[src/rtl/asi_arb.sv]
// N-channel burst arbiter sharing one user-side memory port; grant is registered, usr_ce is combinational.
// Fixed-priority or round-robin selection, optional beat quota yield, read return tagged after SLV_WS cycles.
module asi_arb #(
  parameter int N_CH       = 4,
  parameter int AXI_AW     = 40,
  parameter int AXI_DW     = 128,
  parameter int AXI_WSTRBW = AXI_DW / 8,
  parameter int ARB_MODE   = 1,
  parameter int QUOTA      = 0,
  parameter int SLV_WS     = 1,
  parameter int CHW        = $clog2(N_CH)
) (
  input  logic                         usr_clk,
  input  logic                         usr_reset_n,
  input  logic [N_CH-1:0]              req,
  input  logic [N_CH-1:0]              ce,
  input  logic [N_CH-1:0]              last,
  input  logic [N_CH*AXI_AW-1:0]       a,
  input  logic [N_CH*AXI_DW-1:0]       d,
  input  logic [N_CH*AXI_WSTRBW-1:0]   we,
  output logic [N_CH-1:0]              gnt,
  output logic [CHW-1:0]               owner,
  output logic [AXI_AW-1:0]            usr_a,
  output logic                         usr_ce,
  output logic [AXI_DW-1:0]            usr_d,
  output logic [AXI_WSTRBW-1:0]        usr_we,
  input  logic [AXI_DW-1:0]            usr_q,
  output logic [N_CH-1:0]              rvalid,
  output logic [AXI_DW-1:0]            rdata
);

  localparam int CNTW = (QUOTA > 1) ? $clog2(QUOTA) : 1;
  localparam logic [CNTW-1:0] QLIM = CNTW'((QUOTA > 0) ? QUOTA - 1 : 0);

  typedef enum logic {
    ST_IDLE = 1'b0,
    ST_BUSY = 1'b1
  } state_t;

  state_t                      state_q, state_d;
  logic [N_CH-1:0]             gnt_q, gnt_d;
  logic [CHW-1:0]              owner_q, owner_d;
  logic [CHW-1:0]              ptr_q, ptr_d;
  logic [CNTW-1:0]             cnt_q, cnt_d;
  logic [SLV_WS-1:0]           rv_q, rv_d;
  logic [SLV_WS-1:0][CHW-1:0]  rid_q, rid_d;

  logic [N_CH-1:0]             oth_req;
  logic [CHW:0]                pick_all;
  logic [CHW:0]                pick_oth;
  logic                        accept;
  logic                        is_last;
  logic                        quota_hit;
  logic                        rel;
  logic                        rd_push;

  // Returns {found, index}; round-robin treats the pointer's own channel as lowest priority.
  function automatic logic [CHW:0] pick(input logic [N_CH-1:0] m, input logic [CHW-1:0] p);
    logic [CHW:0] r;
    int unsigned  j;
    r = '0;
    for (int k = N_CH; k >= 1; k--) begin
      if (ARB_MODE == 0) begin
        j = k - 1;
      end else begin
        j = (int'(p) + k) % N_CH;
      end
      if (m[j]) begin
        r = {1'b1, CHW'(j)};
      end
    end
    return r;
  endfunction

  assign oth_req   = req & ~gnt_q;
  assign pick_all  = pick(req, ptr_q);
  assign pick_oth  = pick(oth_req, ptr_q);
  assign accept    = usr_ce;
  assign is_last   = last[owner_q];
  assign quota_hit = (QUOTA > 0) && accept && !is_last && (|oth_req) && (cnt_q == QLIM);
  assign rel       = accept && (is_last || quota_hit);
  assign rd_push   = accept && (usr_we == '0);

  // State register
  always_ff @(posedge usr_clk) begin
    if (!usr_reset_n) begin
      state_q <= ST_IDLE;
      gnt_q   <= '0;
      owner_q <= '0;
      ptr_q   <= CHW'(N_CH - 1);
      cnt_q   <= '0;
      rv_q    <= '0;
      rid_q   <= '0;
    end else begin
      state_q <= state_d;
      gnt_q   <= gnt_d;
      owner_q <= owner_d;
      ptr_q   <= ptr_d;
      cnt_q   <= cnt_d;
      rv_q    <= rv_d;
      rid_q   <= rid_d;
    end
  end

  // Next-state logic
  always_comb begin
    state_d = state_q;
    gnt_d   = gnt_q;
    owner_d = owner_q;
    ptr_d   = ptr_q;
    cnt_d   = cnt_q;
    case (state_q)
      ST_IDLE: begin
        if (pick_all[CHW]) begin
          state_d                  = ST_BUSY;
          gnt_d                    = '0;
          gnt_d[pick_all[CHW-1:0]] = 1'b1;
          owner_d                  = pick_all[CHW-1:0];
          ptr_d                    = pick_all[CHW-1:0];
          cnt_d                    = '0;
        end
      end
      ST_BUSY: begin
        if (rel) begin
          cnt_d = '0;
          if (pick_oth[CHW]) begin
            gnt_d                    = '0;
            gnt_d[pick_oth[CHW-1:0]] = 1'b1;
            owner_d                  = pick_oth[CHW-1:0];
            ptr_d                    = pick_oth[CHW-1:0];
          end else if (quota_hit && req[owner_q]) begin
            ptr_d = owner_q;
          end else begin
            state_d = ST_IDLE;
            gnt_d   = '0;
          end
        end else if (accept) begin
          cnt_d = cnt_q + 1'b1;
        end
      end
      default: begin
        state_d = ST_IDLE;
        gnt_d   = '0;
      end
    endcase

    // Read tags ride a fixed-length shift register, independent of grant changes.
    rv_d     = rv_q;
    rid_d    = rid_q;
    rv_d[0]  = rd_push;
    rid_d[0] = owner_q;
    for (int s = 1; s < SLV_WS; s++) begin
      rv_d[s]  = rv_q[s-1];
      rid_d[s] = rid_q[s-1];
    end
  end

  // Output logic
  always_comb begin
    gnt    = gnt_q;
    owner  = owner_q;
    usr_ce = |(gnt_q & ce);
    usr_a  = a[int'(owner_q)*AXI_AW +: AXI_AW];
    usr_d  = d[int'(owner_q)*AXI_DW +: AXI_DW];
    usr_we = usr_ce ? we[int'(owner_q)*AXI_WSTRBW +: AXI_WSTRBW] : '0;
    rdata  = usr_q;
    rvalid = '0;
    if (rv_q[SLV_WS-1]) begin
      rvalid[rid_q[SLV_WS-1]] = 1'b1;
    end
  end

endmodule

[config.mk]
export PLATFORM = sky130hd
export DESIGN_NAME = asi_arb
export DESIGN_NICKNAME = d
export VERILOG_FILES = /design/src/rtl/asi_arb.sv
export SDC_FILE = /design/constraint.sdc
export NUM_CORES = 1
export LEC_CHECK = 0
export BUFFER_PORTS_ARGS = -buffer_cell sky130_fd_sc_hd__buf_2
export CORE_AREA = 2 2 474 476
export DETAILED_ROUTE_END_ITERATION = 12
export DIE_AREA = 0 0 476 478
export PLACE_DENSITY_LB_ADDON = 0.15
export SLEW_MARGIN = 40
export SYNTH_ARGS = -nofsm -noshare
export SYNTH_HDL_FRONTEND = slang
export SYNTH_SLANG_ARGS = --single-unit
[constraint.sdc]
create_clock -name usr_clk -period 2.45 [get_ports usr_clk]
set_clock_uncertainty 0.05 [all_clocks]
set_input_delay 0.49 -clock usr_clk [delete_from_list [all_inputs] [get_ports usr_clk]]
set_output_delay 0.49 -clock usr_clk [all_outputs]
set_load 0.05 [all_outputs]
==> reports/results.ini <==
[synthesis]
synth_edf_count=0
post-synth-top-area-fraction=0.654
synthesis.nets=1363
netlist_top_cells_area=sky130_fd_sc_hd__mux4_2, sky130_fd_sc_hd__buf_4, sky130_fd_sc_hd__dfxtp_1, sky130_fd_sc_hd__and2_1, sky130_fd_sc_hd__buf_2
synth_top_flop_cell=sky130_fd_sc_hd__dfxtp_1
yosysUniqueCellTypes=49
synth.cell_area_sq_mm=0.00633
syn_inst=485
cell_with_the_most_instances_after_synthesis=sky130_fd_sc_hd__mux4_2
fraction_of_synthesis_flops_using_an_asynchronous_set_or_reset_pin=0
ys_ff_latch=12
synth_top_cell_by_area=sky130_fd_sc_hd__mux4_2
synth-warning-count=0
yosysSeqAreaShare=0.0379
postSynthAreaPerCell_sq_um=13.1
post_synth_most_frequent_cells=sky130_fd_sc_hd__mux4_2, sky130_fd_sc_hd__buf_4, sky130_fd_sc_hd__clkbuf_1

[sta]
slew_viol_final=0
layout_worst_path_cycle_share=1.02
worst_pin_slew_ns=0.540
slew_headroom=0.635
fmaxAchievable_ghz=0.400
timing_hold_violations_final=0
setup_viol=12
period_needed_ns=2.50
worst_path_setup_slack_after_routing_ns=-0.0502
grt_setup_unrepaired=yes

[global_route]
grt_max_degree=47
overflow=0
grt_antenna_before_repair=130
grt_pass1_wl_mm=142
vias_in_the_first_global_route=10100
globalRouteTotalUtil=0.102

[critical_path]
setup.worst_path.end_class=primary output
critPathBufInv=5
reg2regPathDepth=9
crit_fanout=8
critPathMaxStageDelay_ns=0.59
timing.critical_path.slowest_stage_cell=sky130_fd_sc_hd__mux4_2
critical_path_arrival_ns=1.96
dominant_cell_type_by_count_on_the_critical_path=sky130_fd_sc_hd__buf_12
r2r_start=owner[0]$_SDFFE_PN0P_
r2r_slack_ns=0.12
required_ns=1.91
timing.critical_path.max_delay_family=buffers and inverters
r2r-end=rv_q$_SDFF_PN0_
worstPathCellList=buf_12 -> buf_12 -> buf_12 -> buf_16 -> mux4_2 -> buf_12
timing.critical_path.from_type=flip-flop
timing_worst_setup_path_type=reg -> out
crit_path_start=owner[0]$_SDFFE_PN0P_

[final_layout]
instances_no_fill=4376
final_nets=2237
finalCoreUtilization=0.0726
drive_gt1_frac=0.929
multi_input_comb_area_sq_mm=0.00493
layout.area.seq_sq_um=249
layout.filler_cells=26300
area.growth.synth_to_final_pct=156

[hold_path]
hold_path_end=gnt[3]$_SDFFE_PN0P_
count_of_cells_along_the_worst_hold_path=2
hold_start=gnt[3]$_SDFFE_PN0P_
worst_hold_path_type=reg -> reg

[floorplan]
chipWidth_um=476
io-pin-count=1201
die-height_um=478
initial_standard_cell_utilization_of_the_core=0.0284
design.die.area_sq_mm=0.228
core_region_area_sq_mm=0.223
fp-row-count=174

[power]
share_seq_of_total_power=0.024
vdd.ir_drop.worst_v=0.000425
power-per-cell-area_mw_per_mm2=1010
power_switching_mw=9.89
pwr-share-clk=0.021
power.switching_fraction=0.604
p_comb_frac=0.955
internal-power_mw=6.47
total_leakage_power_nw=6.25
pnr_total_power_mw=16.4

[clock_tree]
tritoncts.num_buffers=3
cts.reportedPaths.clkPinSlew_ns=0.05
cts_tree=built
cts_buffer_depth=2
clk_latency_ns=0.24
htree_num_levels=1
root_driver=sky130_fd_sc_hd__clkbuf_16
cts.sink_count=12

[place]
gp_routability_congestion=0.859
place_worst_setup_slack_ns=-0.0728
number_of_buffers_added_on_ports=944
placed_cells_incl_taps=4305
place.detailed.hpwl_mm=117

[detailed_routing]
drt_drc_violations_left=0
ant_nets=0
detail_routed_net_length_per_standard_cell_um=28.1
total_vias_in_the_final_route=9613
drt_iter0_drc=505
viasPerCell=2.20
detail_route.wirelength_mm=123
drt_first_pass_iters=4

[outcome]
status=complete, but fails checks
violations=setup timing

[flow_run]
max_cap_violations=0

[per-stage QoR]
stage	TNS, ns	area [sq um]	hold WS [ns]
finish	-0.298	16200	0.568
detailed placement	-0.195	14400	0.562
CTS	-6.46	15800	0.574
global placement	-0.176	14400	0.567
floorplan	-2.13	6390	0.610
global route	-4.54	16200	0.596
[worst register-to-register path, delay by kind of cell (launching register included)]
| family | cells | cell delay [ns] |
|---|---|---|
| AND/OR/NAND/NOR | 3 | 0.57 |
| multiplexers | 1 | 0.55 |
| flip-flops | 1 | 0.35 |
| buffers and inverters | 5 | 0.74 |
[registers in the layout (all words and copies together) (netlist names)]
| signal | flops |
|---|---|
| gnt | 4 |
| rid_q | 2 |
| state_q | 1 |
| rv_q | 1 |
| owner | 2 |
| ptr_q | 2 |
[area by class of cell]
| class | count | area share |
|---|---|---|
| Tap cell | 2992 | 0.231 |
| Inverter | 5 | 0.00116 |
| Multi-Input combinational cell | 291 | 0.305 |
| Sequential cell | 12 | 0.0154 |
| Timing Repair Buffer | 1046 | 0.438 |
| Antenna cell | 26 | 0.00402 |
| Clock buffer | 4 | 0.00548 |
[layout by cell type, fill, tap and decap left out, types with 3 or more instances in the layout]
cell type                   Yosys  routed
sky130_fd_sc_hd__buf_8          0      11
sky130_fd_sc_hd__clkbuf_16      0       3
sky130_fd_sc_hd__o21ai_0        3       3
sky130_fd_sc_hd__buf_4        130      78
sky130_fd_sc_hd__buf_16         0       6
sky130_fd_sc_hd__mux4_2       184     184
sky130_fd_sc_hd__nor3_1         4       4
sky130_fd_sc_hd__nand3b_1       4       4
sky130_fd_sc_hd__and2b_1        3       3
sky130_fd_sc_hd__a21oi_1        6       6
sky130_fd_sc_hd__buf_2         19     787
sky130_fd_sc_hd__and3_1         3       3
sky130_fd_sc_hd__nand2_1        8       8
sky130_fd_sc_hd__and2_1        19       6
sky130_fd_sc_hd__dfxtp_1       12       9
sky130_fd_sc_hd__buf_6          1     117
sky130_fd_sc_hd__buf_12         0      46
sky130_fd_sc_hd__and2_4         1      12
sky130_fd_sc_hd__inv_1          5       5
sky130_fd_sc_hd__diode_2        0      26
sky130_fd_sc_hd__nand2b_1       4       4
sky130_fd_sc_hd__mux2i_1        4       4
[logic make-up after synthesis]
logic type               after synthesis  synth area share
AO/OA/AOI/OAI                         35            0.0423
flip-flops                            12            0.0379
adder cells (fa/ha/maj)                1           0.00158
AND/OR/NAND/NOR                       67            0.0678
multiplexers                         188             0.661
buffers and inverters                182             0.190
[metal layers]
layer	GRT usage	vias up	routed length [um]
met1	0.114	4705	45100
li1	-	3729	-
met3	0.0380	220	14000
met5	0.000213	-	42
met4	0.0250	6	4790
met2	0.179	953	59000
[repair_timing]
action | in CTS | in global routing
buffers inserted | 25 | 18
hold buffers | 0 | 0
resized for setup | 286 | 111
cloned | 5 | 0
pin swaps | 1 | 0
endpoints found under the setup margin | 144 | 171
[power groups by stage]
stage                     clock network (mW)  logic [mW]  registers (mW)
after global placement                     0        14.0           0.414
after detailed placement                   0        14.0           0.406
after floorplan                            0        8.46           0.410
final                                  0.345        15.6           0.391
after global routing                   0.362        16.7           0.408
after CTS                              0.354        16.0           0.398
[how the worst max path moves through the flow]
stage                       to  slack [ns]  depth (start not counted)
floorplan            usr_a[26]       -0.02                          5
global placement    usr_d[112]       -0.07                          4
detailed placement  usr_d[112]       -0.07                          4
CTS                  usr_a[25]       -0.18                          7
global route         usr_d[97]       -0.12                          6
finish               usr_d[97]       -0.05                          6
Power figures use the tool's default switching activity.
